<file path="config.mk">
export PLATFORM = sky130hd
export DESIGN_NAME = writeback_stage_flat
export DESIGN_NICKNAME = d
export VERILOG_FILES = /design/src/rtl/writeback_stage_if.sv /design/src/rtl/writeback_stage.sv /design/src/flat_wrapper.sv
export SDC_FILE = /design/constraint.sdc
export NUM_CORES = 1
export LEC_CHECK = 0
export BUFFER_PORTS_ARGS = -buffer_cell sky130_fd_sc_hd__buf_2
export CORE_MARGIN = 4
export CORE_UTILIZATION = 46
export CTS_BUF_LIST = sky130_fd_sc_hd__clkbuf_8
export CTS_CLUSTER_DIAMETER = 50
export DETAILED_ROUTE_END_ITERATION = 7
export PLACE_DENSITY_LB_ADDON = 0.08
export SETUP_SLACK_MARGIN = 0.4
export SYNTH_ARGS = -nofsm -noshare
export SYNTH_HDL_FRONTEND = slang
export SYNTH_SLANG_ARGS = --single-unit
</file>
<file path="constraint.sdc">
create_clock -name clk -period 2.84 [get_ports clk]
set_input_delay 0.568 -clock clk [delete_from_list [all_inputs] [get_ports clk]]
set_output_delay 0.568 -clock clk [all_outputs]
set_load 0.01 [all_outputs]
</file>
<file path="src/rtl/writeback_stage_if.sv">
// Bus bundle for writeback_stage.
// Carries the M-stage inputs, the late-result handshake and the register-file write port.
// The master modport is the upstream/driver side; the slave modport is the writeback stage.
interface writeback_stage_if #(
    parameter int WIDTH    = 32,
    parameter int REGW     = 5,
    parameter int LQ_DEPTH = 2
);
    localparam int CNTW = $clog2(LQ_DEPTH + 1);

    // Pipeline control and data from the memory stage
    logic             StallW;
    logic             FlushW;
    logic             RegWriteM;
    logic             JumpM;
    logic             MemToRegM;
    logic [1:0]       LoadSizeM;
    logic             LoadUnsignedM;
    logic [1:0]       ByteOffM;
    logic [REGW-1:0]  WriteRegM;
    logic [WIDTH-1:0] ReadDataM;
    logic [WIDTH-1:0] ALUOutM;
    logic [WIDTH-1:0] PCPlus8M;

    // Late-result handshake (multiply/divide units)
    logic             LateValid;
    logic             LateReady;
    logic [REGW-1:0]  LateReg;
    logic [WIDTH-1:0] LateData;

    // Register-file write port and status
    logic             RegWriteW;
    logic [REGW-1:0]  WriteRegW;
    logic [WIDTH-1:0] ResultW;
    logic             LateWriteW;
    logic [CNTW-1:0]  LQCount;

    modport master (
        output StallW, FlushW, RegWriteM, JumpM, MemToRegM, LoadSizeM,
               LoadUnsignedM, ByteOffM, WriteRegM, ReadDataM, ALUOutM, PCPlus8M,
               LateValid, LateReg, LateData,
        input  LateReady, RegWriteW, WriteRegW, ResultW, LateWriteW, LQCount
    );

    modport slave (
        input  StallW, FlushW, RegWriteM, JumpM, MemToRegM, LoadSizeM,
               LoadUnsignedM, ByteOffM, WriteRegM, ReadDataM, ALUOutM, PCPlus8M,
               LateValid, LateReg, LateData,
        output LateReady, RegWriteW, WriteRegW, ResultW, LateWriteW, LQCount
    );
endinterface

</file>
<file path="src/rtl/writeback_stage.sv">
// Writeback stage: MEM/WB register, load formatting, result selection, link-register
// steering, and an in-order late-result queue that fills idle register-file write slots.
// WIDTH must be a multiple of 16 and at least 32; LQ_DEPTH is 1..8.
module writeback_stage #(
    parameter int WIDTH    = 32,
    parameter int REGW     = 5,
    parameter int LINK_REG = 31,
    parameter int LQ_DEPTH = 2
) (
    input  logic          clk,
    input  logic          reset,
    writeback_stage_if.slave bus
);
    localparam int CNTW = $clog2(LQ_DEPTH + 1);
    localparam int PTRW = (LQ_DEPTH > 1) ? $clog2(LQ_DEPTH) : 1;
    localparam logic [REGW-1:0] LINK_ADDR = REGW'(LINK_REG);

    typedef struct packed {
        logic             reg_write;
        logic             jump;
        logic             mem_to_reg;
        logic [1:0]       load_size;
        logic             load_unsigned;
        logic [1:0]       byte_off;
        logic [REGW-1:0]  write_reg;
        logic [WIDTH-1:0] read_data;
        logic [WIDTH-1:0] alu_out;
        logic [WIDTH-1:0] pc_plus8;
    } mw_t;

    mw_t mw_d, mw_q;

    logic [7:0]       ld_byte;
    logic [15:0]      ld_half;
    logic [WIDTH-1:0] load_val;
    logic [WIDTH-1:0] pipe_result;
    logic [REGW-1:0]  dest;
    logic             pwe;

    logic [REGW-1:0]     lq_reg_d  [LQ_DEPTH];
    logic [REGW-1:0]     lq_reg_q  [LQ_DEPTH];
    logic [WIDTH-1:0]    lq_data_d [LQ_DEPTH];
    logic [WIDTH-1:0]    lq_data_q [LQ_DEPTH];
    logic [LQ_DEPTH-1:0] lq_live_d, lq_live_q;
    logic [PTRW-1:0]     rd_ptr_d, rd_ptr_q;
    logic [PTRW-1:0]     wr_ptr_d, wr_ptr_q;
    logic [CNTW-1:0]     count_d, count_q;
    logic                lq_empty;
    logic                push;
    logic                pop;

    function automatic logic [PTRW-1:0] ptr_inc(input logic [PTRW-1:0] p);
        return (p == PTRW'(LQ_DEPTH - 1)) ? '0 : p + 1'b1;
    endfunction

    // MEM/WB register next state: flush beats stall beats capture
    always_comb begin
        mw_d = mw_q;
        if (bus.FlushW) begin
            mw_d = '0;
        end else if (!bus.StallW) begin
            mw_d.reg_write     = bus.RegWriteM;
            mw_d.jump          = bus.JumpM;
            mw_d.mem_to_reg    = bus.MemToRegM;
            mw_d.load_size     = bus.LoadSizeM;
            mw_d.load_unsigned = bus.LoadUnsignedM;
            mw_d.byte_off      = bus.ByteOffM;
            mw_d.write_reg     = bus.WriteRegM;
            mw_d.read_data     = bus.ReadDataM;
            mw_d.alu_out       = bus.ALUOutM;
            mw_d.pc_plus8      = bus.PCPlus8M;
        end
    end

    // MEM/WB register; reset loads a bubble
    always_ff @(posedge clk) begin
        if (reset) begin
            mw_q <= '0;
        end else begin
            mw_q <= mw_d;
        end
    end

    // Little-endian load formatting; half-word lane uses only byte_off[1]
    always_comb begin
        ld_byte = mw_q.read_data[7:0];
        case (mw_q.byte_off)
            2'd1:    ld_byte = mw_q.read_data[15:8];
            2'd2:    ld_byte = mw_q.read_data[23:16];
            2'd3:    ld_byte = mw_q.read_data[31:24];
            default: ld_byte = mw_q.read_data[7:0];
        endcase
        ld_half  = mw_q.byte_off[1] ? mw_q.read_data[31:16] : mw_q.read_data[15:0];
        load_val = mw_q.read_data;
        case (mw_q.load_size)
            2'b01:   load_val = {{(WIDTH-16){~mw_q.load_unsigned & ld_half[15]}}, ld_half};
            2'b10:   load_val = {{(WIDTH-8){~mw_q.load_unsigned & ld_byte[7]}}, ld_byte};
            default: load_val = mw_q.read_data;
        endcase
    end

    // Pipeline result, effective destination and write enable (r0 never written)
    always_comb begin
        dest = mw_q.jump ? LINK_ADDR : mw_q.write_reg;
        pwe  = (mw_q.reg_write | mw_q.jump) & (dest != '0);
        if (mw_q.jump) begin
            pipe_result = mw_q.pc_plus8;
        end else if (mw_q.mem_to_reg) begin
            pipe_result = load_val;
        end else begin
            pipe_result = mw_q.alu_out;
        end
    end

    // Queue handshake: ready ignores a same-cycle pop, drain only in idle write slots
    always_comb begin
        lq_empty      = (count_q == '0);
        bus.LateReady = (count_q < CNTW'(LQ_DEPTH));
        push          = bus.LateValid & bus.LateReady;
        pop           = ~pwe & ~lq_empty;
        bus.LQCount   = count_q;
    end

    // Queue next state; a W write to R kills every queued R, including one arriving now
    always_comb begin
        lq_reg_d  = lq_reg_q;
        lq_data_d = lq_data_q;
        lq_live_d = lq_live_q;
        rd_ptr_d  = rd_ptr_q;
        wr_ptr_d  = wr_ptr_q;
        count_d   = count_q;
        if (push) begin
            lq_reg_d[wr_ptr_q]  = bus.LateReg;
            lq_data_d[wr_ptr_q] = bus.LateData;
            lq_live_d[wr_ptr_q] = (bus.LateReg != '0);
            wr_ptr_d            = ptr_inc(wr_ptr_q);
        end
        for (int i = 0; i < LQ_DEPTH; i++) begin
            if (pwe && (lq_reg_d[i] == dest)) begin
                lq_live_d[i] = 1'b0;
            end
        end
        if (pop) begin
            rd_ptr_d = ptr_inc(rd_ptr_q);
        end
        case ({push, pop})
            2'b10:   count_d = count_q + 1'b1;
            2'b01:   count_d = count_q - 1'b1;
            default: count_d = count_q;
        endcase
    end

    // Queue control state; reset empties the queue
    always_ff @(posedge clk) begin
        if (reset) begin
            lq_live_q <= '0;
            rd_ptr_q  <= '0;
            wr_ptr_q  <= '0;
            count_q   <= '0;
        end else begin
            lq_live_q <= lq_live_d;
            rd_ptr_q  <= rd_ptr_d;
            wr_ptr_q  <= wr_ptr_d;
            count_q   <= count_d;
        end
    end

    // Queue payload; entries are only observed while counted and live
    always_ff @(posedge clk) begin
        lq_reg_q  <= lq_reg_d;
        lq_data_q <= lq_data_d;
    end

    // Write port: pipeline owns the slot when it writes, otherwise the queue head
    always_comb begin
        bus.RegWriteW  = 1'b0;
        bus.WriteRegW  = dest;
        bus.ResultW    = pipe_result;
        bus.LateWriteW = 1'b0;
        if (pwe) begin
            bus.RegWriteW = 1'b1;
        end else if (!lq_empty) begin
            bus.WriteRegW  = lq_reg_q[rd_ptr_q];
            bus.ResultW    = lq_data_q[rd_ptr_q];
            bus.RegWriteW  = lq_live_q[rd_ptr_q];
            bus.LateWriteW = lq_live_q[rd_ptr_q];
        end
    end
endmodule
</file>
<file path="src/flat_wrapper.sv">
// flat-port wrapper written by rule: the top's interface ports become plain ports
module writeback_stage_flat 
#(
    parameter int WIDTH    = 32,
    parameter int REGW     = 5,
    parameter int LINK_REG = 31,
    parameter int LQ_DEPTH = 2
)
  (clk, reset, bus_StallW, bus_FlushW, bus_RegWriteM, bus_JumpM, bus_MemToRegM, bus_LoadSizeM, bus_LoadUnsignedM, bus_ByteOffM, bus_WriteRegM, bus_ReadDataM, bus_ALUOutM, bus_PCPlus8M, bus_LateValid, bus_LateReg, bus_LateData, bus_LateReady, bus_RegWriteW, bus_WriteRegW, bus_ResultW, bus_LateWriteW, bus_LQCount);
  writeback_stage_if #(.WIDTH(WIDTH), .REGW(REGW), .LQ_DEPTH(LQ_DEPTH)) bus_i ();
  input  logic clk;
  input  logic reset;
  input wire logic [$bits(bus_i.StallW)-1:0] bus_StallW;
  input wire logic [$bits(bus_i.FlushW)-1:0] bus_FlushW;
  input wire logic [$bits(bus_i.RegWriteM)-1:0] bus_RegWriteM;
  input wire logic [$bits(bus_i.JumpM)-1:0] bus_JumpM;
  input wire logic [$bits(bus_i.MemToRegM)-1:0] bus_MemToRegM;
  input wire logic [$bits(bus_i.LoadSizeM)-1:0] bus_LoadSizeM;
  input wire logic [$bits(bus_i.LoadUnsignedM)-1:0] bus_LoadUnsignedM;
  input wire logic [$bits(bus_i.ByteOffM)-1:0] bus_ByteOffM;
  input wire logic [$bits(bus_i.WriteRegM)-1:0] bus_WriteRegM;
  input wire logic [$bits(bus_i.ReadDataM)-1:0] bus_ReadDataM;
  input wire logic [$bits(bus_i.ALUOutM)-1:0] bus_ALUOutM;
  input wire logic [$bits(bus_i.PCPlus8M)-1:0] bus_PCPlus8M;
  input wire logic [$bits(bus_i.LateValid)-1:0] bus_LateValid;
  input wire logic [$bits(bus_i.LateReg)-1:0] bus_LateReg;
  input wire logic [$bits(bus_i.LateData)-1:0] bus_LateData;
  output wire logic [$bits(bus_i.LateReady)-1:0] bus_LateReady;
  output wire logic [$bits(bus_i.RegWriteW)-1:0] bus_RegWriteW;
  output wire logic [$bits(bus_i.WriteRegW)-1:0] bus_WriteRegW;
  output wire logic [$bits(bus_i.ResultW)-1:0] bus_ResultW;
  output wire logic [$bits(bus_i.LateWriteW)-1:0] bus_LateWriteW;
  output wire logic [$bits(bus_i.LQCount)-1:0] bus_LQCount;
  assign bus_i.StallW = bus_StallW;
  assign bus_i.FlushW = bus_FlushW;
  assign bus_i.RegWriteM = bus_RegWriteM;
  assign bus_i.JumpM = bus_JumpM;
  assign bus_i.MemToRegM = bus_MemToRegM;
  assign bus_i.LoadSizeM = bus_LoadSizeM;
  assign bus_i.LoadUnsignedM = bus_LoadUnsignedM;
  assign bus_i.ByteOffM = bus_ByteOffM;
  assign bus_i.WriteRegM = bus_WriteRegM;
  assign bus_i.ReadDataM = bus_ReadDataM;
  assign bus_i.ALUOutM = bus_ALUOutM;
  assign bus_i.PCPlus8M = bus_PCPlus8M;
  assign bus_i.LateValid = bus_LateValid;
  assign bus_i.LateReg = bus_LateReg;
  assign bus_i.LateData = bus_LateData;
  assign bus_LateReady = bus_i.LateReady;
  assign bus_RegWriteW = bus_i.RegWriteW;
  assign bus_WriteRegW = bus_i.WriteRegW;
  assign bus_ResultW = bus_i.ResultW;
  assign bus_LateWriteW = bus_i.LateWriteW;
  assign bus_LQCount = bus_i.LQCount;
  writeback_stage #(.WIDTH(WIDTH), .REGW(REGW), .LINK_REG(LINK_REG), .LQ_DEPTH(LQ_DEPTH)) u_core (.clk(clk), .reset(reset), .bus(bus_i));
endmodule
</file>
Word-level counts from Yosys, hierarchy flattened
Index checks and enable logic that the tools add are counted.
{ "word_totals": {"reg_bits": 189, "latch_bits": 0, "mem_bits_rw": 0, "romBits": 0, "in_bits": 151, "output_inout_bits": 42, "elab_cells": 95, "n_memories": 0} }
{ "classes": {"addsub": 4, "multipliers": 0, "n_div": 0, "n_lt_le_gt_ge": 7, "eq_ne": 9, "shifts": 0, "muxes": 34, "n_bitwise": 11, "reduce_logical": 11} }
{ "ops": {"columns": ["op", "n"], "rows": [
  ["$mux W32", 8],
  ["$bwmux W64", 1],
  ["$pmux W32 S2", 1],
  ["$mux W5", 7],
  ["$demux W32 S1", 1],
  ["$pmux W8 S3", 1],
  ["$mux W16", 1],
  ["$bwmux W10", 1],
  ["$eq A5 B5 Y1", 2],
  ["$mux W10", 1],
  ["$reduce_bool A5 Y1", 2],
  ["$eq A2 B2 Y1 const B", 4],
  ["$mux W1", 8],
  ["$eq A2 B1 Y1 const B", 3],
  ["$reduce_or A2 Y1", 3],
  ["$and A1 B1 Y1", 5],
  ["$demux W5 S1", 1],
  ["$ge A2 B2 Y1 const B", 2],
  ["$logic_and A1 B1 Y1", 4],
  ["$lt A1 B2 Y1 const B", 2],
  ["$not A1 Y2", 2],
  ["$pmux W2 S2", 1],
  ["$not A1 Y1", 3],
  ["$add A1 B1 Y1 const B", 2],
  ["10 further kinds", 10]
]} }

Longest topological paths before layout
Gate-level depths: netlist (run 1).
{ "depth": {"depth_word": 10, "mapped_depth": 9, "ltp_nobuf": 7} }

Worst setup path after synthesis (run 1)
No wires, ideal clock.
{ "synth_timing": {"kind": "reg2out", "start": "register u_core.mw_q[97] (netlist bit)", "end": "output port bus_ResultW[22]", "arrival_ps": 1809, "required_time_ps": 2272, "path_slack_ps": 463, "path_stages_with_launch": 7, "path_buffers": 2, "cell_sequence": "dfxtp_1 buf_2 or4_4 o21ai_4 nand2_2 buf_4 o311ai_1"} }
{ "synth_via": {"elab_chain_len": 4} }
{ "synth_lines": {"columns": ["item", "line_no", "rtl"], "rows": [
  ["start: declaration", "writeback_stage.sv:31", "mw_t mw_d, mw_q;"],
  ["start signal: assignment", "writeback_stage.sv:80", "mw_q <= mw_d;"],
  ["$mux W5", "writeback_stage.sv:104", "dest = mw_q.jump ? LINK_ADDR : mw_q.write_reg;"],
  ["$reduce_bool A5 Y1", "writeback_stage.sv:105", "pwe = (mw_q.reg_write | mw_q.jump) & (dest != '0);"],
  ["$and A1 B1 Y1", "writeback_stage.sv:105", null],
  ["$mux W32", "writeback_stage.sv:180", "if (pwe) begin"],
  ["end: declaration", "flat_wrapper.sv:31", "output wire logic [$bits(bus_i.ResultW)-1:0] bus_ResultW;"]
]} }
No other way between the ends.

Worst setup path in the final report (run 1)
{ "layout_timing": {"start": "register u_core.mw_q[101] (netlist bit)", "end": "output port bus_ResultW[13]"} }
{ "layout_via": {"elab_chain_len": 8, "elab_cells_between_ends": 10, "classes_between": "3 x eq/ne; 6 x mux; 1 x bitwise"} }
{ "layout_lines": {"columns": ["item", "line_no", "rtl"], "rows": [
  ["$eq A2 B2 Y1 or $eq A2 B1 Y1 (tied branches)", "writeback_stage.sv:87", "case (mw_q.byte_off)"],
  ["$pmux W8 S3 *", "writeback_stage.sv:87", null],
  ["$and A1 B1 Y1 *", "writeback_stage.sv:97", "2'b10: load_val = {{(WIDTH-8){~mw_q.load_unsigned & ld_byte[7]}}, ld_byte};"],
  ["$pmux W32 S2 *", "writeback_stage.sv:95", "case (mw_q.load_size)"],
  ["$mux W32 *", "writeback_stage.sv:108", "end else if (mw_q.mem_to_reg) begin"],
  ["$mux W32 *", "writeback_stage.sv:106", "if (mw_q.jump) begin"],
  ["$mux W32", "writeback_stage.sv:182", "end else if (!lq_empty) begin"],
  ["$mux W32 *", "writeback_stage.sv:180", null]
]} }
Every way passes the cells marked *; elsewhere a longest branch is shown, timed or not.

==> flow_summary.yaml, run 1 <==
outcome:
  outcome: "finished, violations left"
  violations: "setup timing"
sta:
  slew_headroom: 0.578
  rsz0062_at_grt: "true"
  timing.final.crit_period_ps: 3020
  finalHoldViolCount: 0
  setup-violations-final: 39
  maxSlewViolCount: 0
  fin_ws_ps: -178
  fmax_mhz: 331
  timing.clock.skew_ps: 13.8
  worstMarginPinSlew_ps: 633
  final.period_utilization: 1.06
die:
  die_w_um: 145
  dieArea_sq_mm: 0.0210
  die_height_um: 145
  initial_utilization: 0.474
  rows: 49
  coreArea_sq_mm: 0.0182
  ioPinCount: 193
logic_synthesis:
  synth_seq_cells: 189
  synth_fp_nets: 997
  netlist.area_leader.share: 0.290
  syn_area_per_cell_sq_um: 10.2
  synth_area_leader_cell: "dfxtp_1"
  yosysWarnings: 0
  syn_inst: 843
  synthArstFlopShare: 0
  synth-edff-count: 64
  ys.flop_type: "dfxtp_1"
  ys_seq_area_frac: 0.513
  ys_types: 55
  syn-cell-area_sq_mm: 0.00863
  synth_area_leaders: "dfxtp_1 (29%), edfxtp_1 (22%), mux2i_1 (17%)"
setup_path:
  rrSetupSlack_ps: -80
  cp.arrival_ps: 2450
  cp_max_fo: 8
  worstSetupPathType: "flip-flop to output port"
  endpoint: "bus_ResultW[13]"
  worstReg2RegEnd: "u_core.bus.LQCount[1]"
  crit_cells: 8
  crit_start: "u_core.mw_q[101]"
  endpoint_kind: "output port"
  reg2reg_depth: 15
  slowest_stage: "mux4_2"
  cpPeakStageDelay_ps: 520
  cpLargestDelayFamily: "buffers and inverters"
  cp.required_ps: 2270
  critPathBufInv: 3
  crit_chain: "mux4_2 -> buf_6 -> a311oi_2 -> buf_6 -> nand2_2 -> o2111ai_2 -> o311ai_4 -> buf_2"
  rr_startpoint: "u_core.mw_q[96]"
  start_kind: "flip-flop"
  crit_top_cell: "buf_6"
final_layout:
  fin_util: 0.622
  area_growth_pct: 31.3
  multi_input_area_sq_mm: 0.00457
  fin_nets: 1198
  drive_above_1_share: 0.351
  final_area_sq_mm: 0.0113
  register_area_sq_mm: 0.00443
  n_fill_cell: 1577
placement:
  gp_congestion: 0.849
  placed_area_sq_mm: 0.00993
  io_buffers: 192
  dp_hpwl_um: 17500
clock_tree:
  hold_buffers: 0
  cts_sinks: 189
  clkTransAtPathRegs_ps: 110
  cts_tree: "built"
  clock_path_buffers: 2
  cts_buffers: 17
  root_buffer: "clkbuf_8"
  htree_levels: 4
  clock_latency_ps: 470
hold_path:
  hold_depth: 1
  hp-class: "input port to flip-flop"
routing:
  dr_total_vias: 7172
  final_antenna_net_count: 0
  highest_layer: "met5"
  firstDrtPassIters: 5
  drc: 0
  route.met2.wl_um: 11900
  wl_met1_um: 11900
  dr.first_iter.drc_count: 420
  viasPerCell: 5.56
  wl_met3_um: 1460
  wirelength_um: 25900
  wire_per_inst_um: 20.1
grt:
  grt_use_total: 0.240
  antenna_found_initial: 3
  grt_pass1_wl_um: 39900
  grt_max_degree: 50
  grt_pass1_vias: 7059
  globalRouteOverflowTotal: 0
job:
  drv_cap: 0
power_and_ir_drop:
  leakagePower_nw: 4.59
  cellPowerDensity_mw_per_mm2: 731
  peakVddDrop_mv: 0.491
-- repair_timing --
| action | 4_1_cts | 5_1_grt |
|---|---|---|
| resized for setup | 90 | 41 |
| endpoints found under the hold margin | 0 | 0 |
| gates cloned | 5 | 0 |
| buffers inserted | 9 | 8 |
| pin swaps | 27 | 13 |
| endpoints found under the setup margin | 39 | 40 |
-- logic make-up (layout without fill, tap and decap cells) --
family	count (synthesis)	after routing	share of synthesized area
mux	160	160	0.189
fa+ha+maj	3	3	0.00435
flops	189	189	0.513
other cells	0	3	0
compound gates	137	139	0.120
xor+xnor	8	8	0.00812
buf+inv	78	290	0.0375
simple gates	268	268	0.129
-- flip-flops by register name, summed over array words and instances, names as in the netlist --
signal	flops
u_core.rd_ptr_q	1
u_core.mw_q	109
u_core.lq_live_q	2
u_core.bus.LQCount	2
u_core.wr_ptr_q	1
u_core.lq_reg_q	10
u_core.lq_data_q	64
-- worst min path at each step --
stage	startpoint	endpoint	slack (ps)
after CTS	bus_LateData[13]	u_core.lq_data_q[45]	250
after global placement	u_core.lq_reg_q[2]	u_core.lq_reg_q[2]	460
after floorplan	u_core.lq_reg_q[2]	u_core.lq_reg_q[2]	450
after detailed placement	u_core.lq_reg_q[2]	u_core.lq_reg_q[2]	470
after global routing	bus_LateData[19]	u_core.lq_data_q[19]	230
final	bus_LateData[11]	u_core.lq_data_q[43]	280
-- per-layer routing --
layer | track usage | vias up
met3 | 0.0533 | 42
li1 | - | 3443
met2 | 0.366 | 243
met4 | 0.0760 | 2
met1 | 0.341 | 3442
met5 | 0 | -
-- cell usage in the layout (no fill, tap or decap), drive strengths merged, types with 4 or more instances in the layout --
cell type,n
nor2,125
inv,19
o211ai,7
nand3b,11
clkinv,7
clkbuf,17
mux2,11
o311ai,24
buf,247
xor2,4
o21ai,29
edfxtp,64
mux2i,148
a211oi,9
o221ai,16
nand2,106
nor3,7
o2111ai,8
a22oi,8
a21oi,21
xnor2,4
dfxtp,125
-- power breakdown --
| part | leakage, nW | internal (mW) | switching [mW] |
|---|---|---|---|
| clock | 0.204 | 0.674 | 1.12 |
| combinational | 2.76 | 1.53 | 1.75 |
| sequential | 1.62 | 3.08 | 0.139 |
| total | 4.59 | 5.28 | 3.00 |
-- worst register-to-register path: stages, from the launching register on --
cell and delay (ps):
dfxtp_2 330, or4_4 530, o21ai_4 170, buf_6 150, buf_6 90, and3b_2 270, buf_4 140, buf_6 80
buf_6 80, buf_6 80, buf_6 80, buf_6 80, buf_6 80, ha_4 200, or3_1 330, a21oi_1 150
-- cell usage after synthesis (all sizes together) (2+ instances only) --
master / n
mux2i: 148
dfxtp: 125
nor2: 125
nand2: 106
edfxtp: 64
clkbuf: 48
o21ai: 29
o311ai: 24
a21oi: 19
buf: 19
o221ai: 16
mux2: 11
nand3b: 11
a211oi: 9
inv: 9
a22oi: 8
o2111ai: 8
nor3: 7
o211ai: 7
xnor2: 4
xor2: 4
a31oi: 3
and2: 3
ha: 3
nand2b: 3
nor2b: 3
a211o: 2
a22o: 2
clkinv: 2
nand3: 2
o21bai: 2
o22ai: 2
or2: 2
or4: 2
-- final cells by class --
type	instances	share of cell area
timing repair buffer	247	0.140
inverter	11	0.00364
antenna	3	0.000662
sequential	189	0.391
clock buffer	17	0.0206
tap	229	0.0253
multi-input combinational	578	0.404
clock inverter	15	0.0147
-- stage by stage --
| stage | TNS, ps | setup slack (ps) | hold WS (ps) | power (mW) | instances |
|---|---|---|---|---|---|
| 3_5_place_dp | -3260 | -220 | 465 | 5.58 | 1232 |
| 5_1_grt | -7630 | -273 | 231 | 8.70 | 1288 |
| 2_1_floorplan | 0 | 463 | 445 | 4.70 | 843 |
| 6_report | -3790 | -178 | 283 | 8.28 | 1289 |
| 3_3_place_gp | -4010 | -280 | 463 | 5.58 | 1232 |
| 4_1_cts | -5320 | -176 | 247 | 8.08 | 1278 |
(Power assumes the default switching activity.)
==> run 2: changes to the inputs <==
--- a/config.mk
+++ b/config.mk
@@ -5,8 +5,10 @@
 export SDC_FILE = /design/constraint.sdc
 export NUM_CORES = 1
 export LEC_CHECK = 0
+export ABC_CLOCK_PERIOD_IN_PS = 2840
 export BUFFER_PORTS_ARGS = -buffer_cell sky130_fd_sc_hd__buf_2
-export CORE_MARGIN = 4
+export CAP_MARGIN = 20
+export CORE_MARGIN = 2
 export CORE_UTILIZATION = 46
 export CTS_BUF_LIST = sky130_fd_sc_hd__clkbuf_8
 export CTS_CLUSTER_DIAMETER = 50
==> flow_summary.yaml, run 2 (synthesized netlist as in run 1, its figures left out) <==
routing:
  dr_total_vias: 7054
  drc: 0
  firstDrtPassIters: 5
  wirelength_um: 25700
  wire_per_inst_um: 19.8
  final_antenna_net_count: 0
  viasPerCell: 5.44
  dr.first_iter.drc_count: 449
sta:
  finalHoldViolCount: 0
  rsz0062_at_grt: "true"
  worstMarginPinSlew_ps: 756
  timing.final.crit_period_ps: 2950
  fmax_mhz: 339
  slew_headroom: 0.496
  fin_ws_ps: -111
  setup-violations-final: 36
  maxSlewViolCount: 0
  whs_ps: 276
  timing.clock.skew_ps: 11.1
  final.period_utilization: 1.04
final_layout:
  reg_top3: "u_core.mw_q: 109 flops, u_core.lq_data_q: 64 flops, u_core.lq_reg_q: 10 flops"
  drive_above_1_share: 0.340
  area_growth_pct: 28.9
  final_cell_mix: "buf_2 (190), mux2i_1 (148), nor2_1 (125)"
  final_cell_count_no_fill: 1296
  largest_register_ffs: 109
  fin_util: 0.599
  mostFrequentLayoutCell: "buf_2"
  fin_nets: 1196
  largest-register: "u_core.mw_q"
clock_tree:
  cts_buffers: 17
  cts_sinks: 189
  clock_path_buffers: 2
  hold_buffers: 0
  cts_tree: "built"
  htree_levels: 4
  clock_latency_ps: 470
  root_buffer: "clkbuf_8"
  clkTransAtPathRegs_ps: 110
placement:
  dp_hpwl_um: 17600
  io_buffers: 192
  dp_cells: 1237
  gp_congestion: 0.821
die:
  dieArea_sq_mm: 0.0199
  coreArea_sq_mm: 0.0186
  ioPinCount: 193
  rows: 50
  die_w_um: 141
  initial_utilization: 0.465
  die_height_um: 141
grt:
  globalRouteOverflowTotal: 0
  antenna_found_initial: 10
  grt_use_total: 0.258
  grt_pass1_wl_um: 38800
  grt_pass1_vias: 6851
  grt_max_degree: 59
setup_path:
  endpoint_kind: "output port"
  start_kind: "flip-flop"
  cp_max_fo: 8
  worstSetupPathType: "flip-flop to output port"
  cp.required_ps: 2270
  cp.arrival_ps: 2380
outcome:
  violations: "setup timing"
  outcome: "finished, violations left"
power_and_ir_drop:
  cellPowerDensity_mw_per_mm2: 727
  finalPower_mw: 8.09
  leakagePower_nw: 4.53
  peakVddDrop_mv: 0.561
hold_path:
  hp-class: "input port to flip-flop"
job:
  drv_cap: 0
## run 2: cell types whose count changed in the layout (fill, tap and decap cells not counted), moves of 3 or more
cell,previous run,this run
buf_6,16,11
diode_2,3,7
nand2_1,96,102
nand2_4,7,0
o2111ai_2,2,7
o2111ai_4,6,1
o21ai_0,27,21
o21ai_1,1,6
o221ai_1,4,7
o221ai_2,12,7
o311ai_2,6,11
o311ai_4,18,11
## run 2: cell type report
class,instances,area [sq um]
clock inverters,15,194
repair buffers,244,1510
well taps,234,293
fillers,1641,7450
inverters,11,41.3
flip-flops and latches,189,4430
multi-input cells,579,4400
diodes,7,17.5
clock buffers,17,234
## run 2: where the power goes
part / internal [mW] / switching, mW / leakage, nW
Combinational: 1.35 / 1.62 / 2.70
Sequential: 3.08 / 0.157 / 1.62
Clock: 0.763 / 1.12 / 0.212
## run 2: what timing repair did
action,4_1_cts,5_1_grt
pin swaps,14,9
endpoints found under the setup margin,39,42
gates resized for setup,71,31
gates cloned,3,1
buffers inserted,13,3
## run 2: worst paths after layout
path,startpoint,endpoint,cells after the start,slack [ps]
max,u_core.mw_q[99],bus_ResultW[21],7,-110
min,bus_LateData[29],u_core.lq_data_q[61],1,280
max reg2reg,u_core.mw_q[99],u_core.bus.LQCount[1],8,370
min reg2reg,u_core.lq_reg_q[7],u_core.lq_reg_q[7],2,490
## run 2: worst max-delay path, cell delays in order (launching register included)
cell and delay (ps):
dfxtp_2 340, or4_4 550, o21ai_4 170, buf_12 150, nand2_8 90, buf_12 170
o311ai_4 280, buf_2 180
## run 2: per-stage QoR
step,cell area (sq um),setup TNS (ps),setup WS (ps)
2_1_floorplan,8630,0,463
3_3_place_gp,9940,-4050,-260
3_5_place_dp,9950,-798,-130
4_1_cts,10900,-3780,-146
5_1_grt,11100,-5240,-181
6_report,11100,-2270,-111
## run 2: metal layers
layer / wire (um) / vias up / GRT usage
li1: - / 3446 / -
met1: 10900 / 3318 / 0.334
met2: 12300 / 240 / 0.424
met3: 1710 / 44 / 0.0588
met4: 737 / 6 / 0.0953
met5: 41 / - / 0
==> run 3: changes to the inputs <==
--- a/config.mk
+++ b/config.mk
@@ -13,7 +13,7 @@
 export CTS_BUF_LIST = sky130_fd_sc_hd__clkbuf_8
 export CTS_CLUSTER_DIAMETER = 50
 export DETAILED_ROUTE_END_ITERATION = 7
-export PLACE_DENSITY_LB_ADDON = 0.08
+export PLACE_DENSITY_LB_ADDON = 0.25
 export SETUP_SLACK_MARGIN = 0.4
 export SYNTH_ARGS = -nofsm -noshare
 export SYNTH_HDL_FRONTEND = slang
==> flow_summary.yaml, run 3 (synthesized netlist as in run 1, its figures left out) <==
power_and_ir_drop:
  switchingPower_mw: 2.94
  peakVddDrop_mv: 0.447
  leakagePower_nw: 4.55
  p_sw_frac: 0.360
  cellPowerDensity_mw_per_mm2: 724
  combPwrFrac: 0.382
  intPower_mw: 5.24
  pwr-share-seq: 0.399
  p_clk_frac: 0.219
  finalPower_mw: 8.18
sta:
  rsz0062_at_grt: "true"
  whs_ps: 280
  final.period_utilization: 1.06
  finalHoldViolCount: 0
  slew_headroom: 0.445
  worstMarginPinSlew_ps: 832
  fin_setup_tns_ps: -3620
  timing.final.crit_period_ps: 3010
  maxSlewViolCount: 0
  setup-violations-final: 38
  fmax_mhz: 332
  timing.clock.skew_ps: 10.9
  fin_ws_ps: -170
setup_path:
  start_kind: "flip-flop"
  cp.required_ps: 2270
  slowest_stage: "mux4_2"
  endpoint_kind: "output port"
  cpPeakStageDelay_ps: 540
  crit_chain: "mux4_2 -> a311oi_4 -> buf_6 -> nand2_2 -> o2111ai_2 -> o311ai_4 -> buf_2"
  cp.arrival_ps: 2440
  worstSetupPathType: "flip-flop to output port"
  cp_max_fo: 5
clock_tree:
  clock_path_buffers: 2
  cts_buffers: 17
  root_buffer: "clkbuf_8"
  clock_latency_ps: 470
  cts_tree: "built"
  cts_sinks: 189
  clkTransAtPathRegs_ps: 110
  hold_buffers: 0
  htree_levels: 4
die:
  coreArea_sq_mm: 0.0186
  dieArea_sq_mm: 0.0199
  die_height_um: 141
  rows: 50
  initial_utilization: 0.465
  die_w_um: 141
  ioPinCount: 193
routing:
  drc: 0
  dr.first_iter.drc_count: 333
  viasPerCell: 5.43
  dr_total_vias: 7051
  wirelength_um: 24700
  firstDrtPassIters: 5
  wire_per_inst_um: 19.0
  final_antenna_net_count: 0
grt:
  gr-usage-met3: 0.0557
  grt_max_degree: 82
  grt_use_met1: 0.339
  grt_pass1_vias: 6721
  grt_use_total: 0.245
  gr-max-usage-layer: "met2"
  grt_pass1_wl_um: 37400
  antenna_found_initial: 6
  globalRouteOverflowTotal: 0
  grtUsageMet2: 0.387
outcome:
  outcome: "finished, violations left"
  violations: "setup timing"
placement:
  dp_hpwl_um: 17300
  post-place-ws_ps: 189
  gp_congestion: 0.885
  io_buffers: 192
final_layout:
  largest_register_ffs: 109
  reg_top3: "u_core.mw_q: 109 flops, u_core.lq_data_q: 64 flops, u_core.lq_reg_q: 10 flops"
  n_fill_cell: 1527
  mostFrequentLayoutCell: "buf_2"
  drive_above_1_share: 0.360
  largest-register: "u_core.mw_q"
  fin_nets: 1201
  final_cell_mix: "buf_2 (189), mux2i_1 (148), nor2_1 (125)"
  area_growth_pct: 30.8
hold_path:
  hp-class: "input port to flip-flop"
job:
  drv_cap: 0
run 3: changes by cell type in the layout (fill, tap and decap cells not counted), sizes merged:
cell    change
buf         +6
a21oi       -2
inv         +1
bufinv      -1
nand2       +1
diode       -3
run 3: critical path, delay by kind of cell (launching register included):
family	cells	cell delay (ps)
AND/OR/NAND/NOR	1	50
multiplexers	1	540
AO/OA/AOI/OAI	3	660
flip-flops	1	360
buffers and inverters	2	360
run 3: timing repair:
| item | in CTS | in global routing |
|---|---|---|
| setup buffers | 14 | 6 |
| endpoints found under the hold margin | 0 | 0 |
| cloned | 5 | 0 |
| pin swaps | 36 | 22 |
| gates resized for setup | 108 | 35 |
| setup endpoints to repair | 39 | 40 |
run 3: metrics by stage:
stage,instance area [sq um],utilization,instances
after floorplan,8630,-,843
after global placement,9930,0.535,1237
after detailed placement,9930,0.535,1237
after CTS,11000,0.594,1288
after global routing,11300,0.608,1298
final,11300,0.608,1298
run 3: worst paths after layout:
kind,startpoint,end,slack (ps),depth (start not counted)
setup reg to reg,u_core.mw_q[97],u_core.bus.LQCount[1],340,9
hold reg to reg,u_core.lq_reg_q[2],u_core.lq_reg_q[2],490,2
hold / removal,bus_LateData[7],u_core.lq_data_q[7],280,1
setup / recovery,u_core.mw_q[101],bus_ResultW[12],-170,7
run 3: area by class of cell:
type                       count  area, sq um  area share
inverter                      11         41.3     0.00366
antenna                        4         10.0    0.000887
multi-input combinational    578         4540       0.402
timing repair buffer         250         1580       0.140
clock inverter                15          160      0.0142
clock buffer                  17          234      0.0207
tap                          234          293      0.0259
sequential                   189         4430       0.393
run 3: routing by layer:
layer	vias up	share of wire	wire length [um]
li1	3449	-	-
met1	3356	0.46	11300
met2	210	0.47	11500
met5	-	0.00057	14
met3	32	0.056	1380
met4	4	0.019	473
run 3: power by group through the flow:
stage,combinational [mW],clock [mW],sequential [mW]
finish,3.13,1.79,3.26
global route,3.35,1.92,3.29
CTS,2.94,1.83,3.26
detailed placement,2.24,0,3.31
global placement,2.22,0,3.30
floorplan,1.45,0,3.25
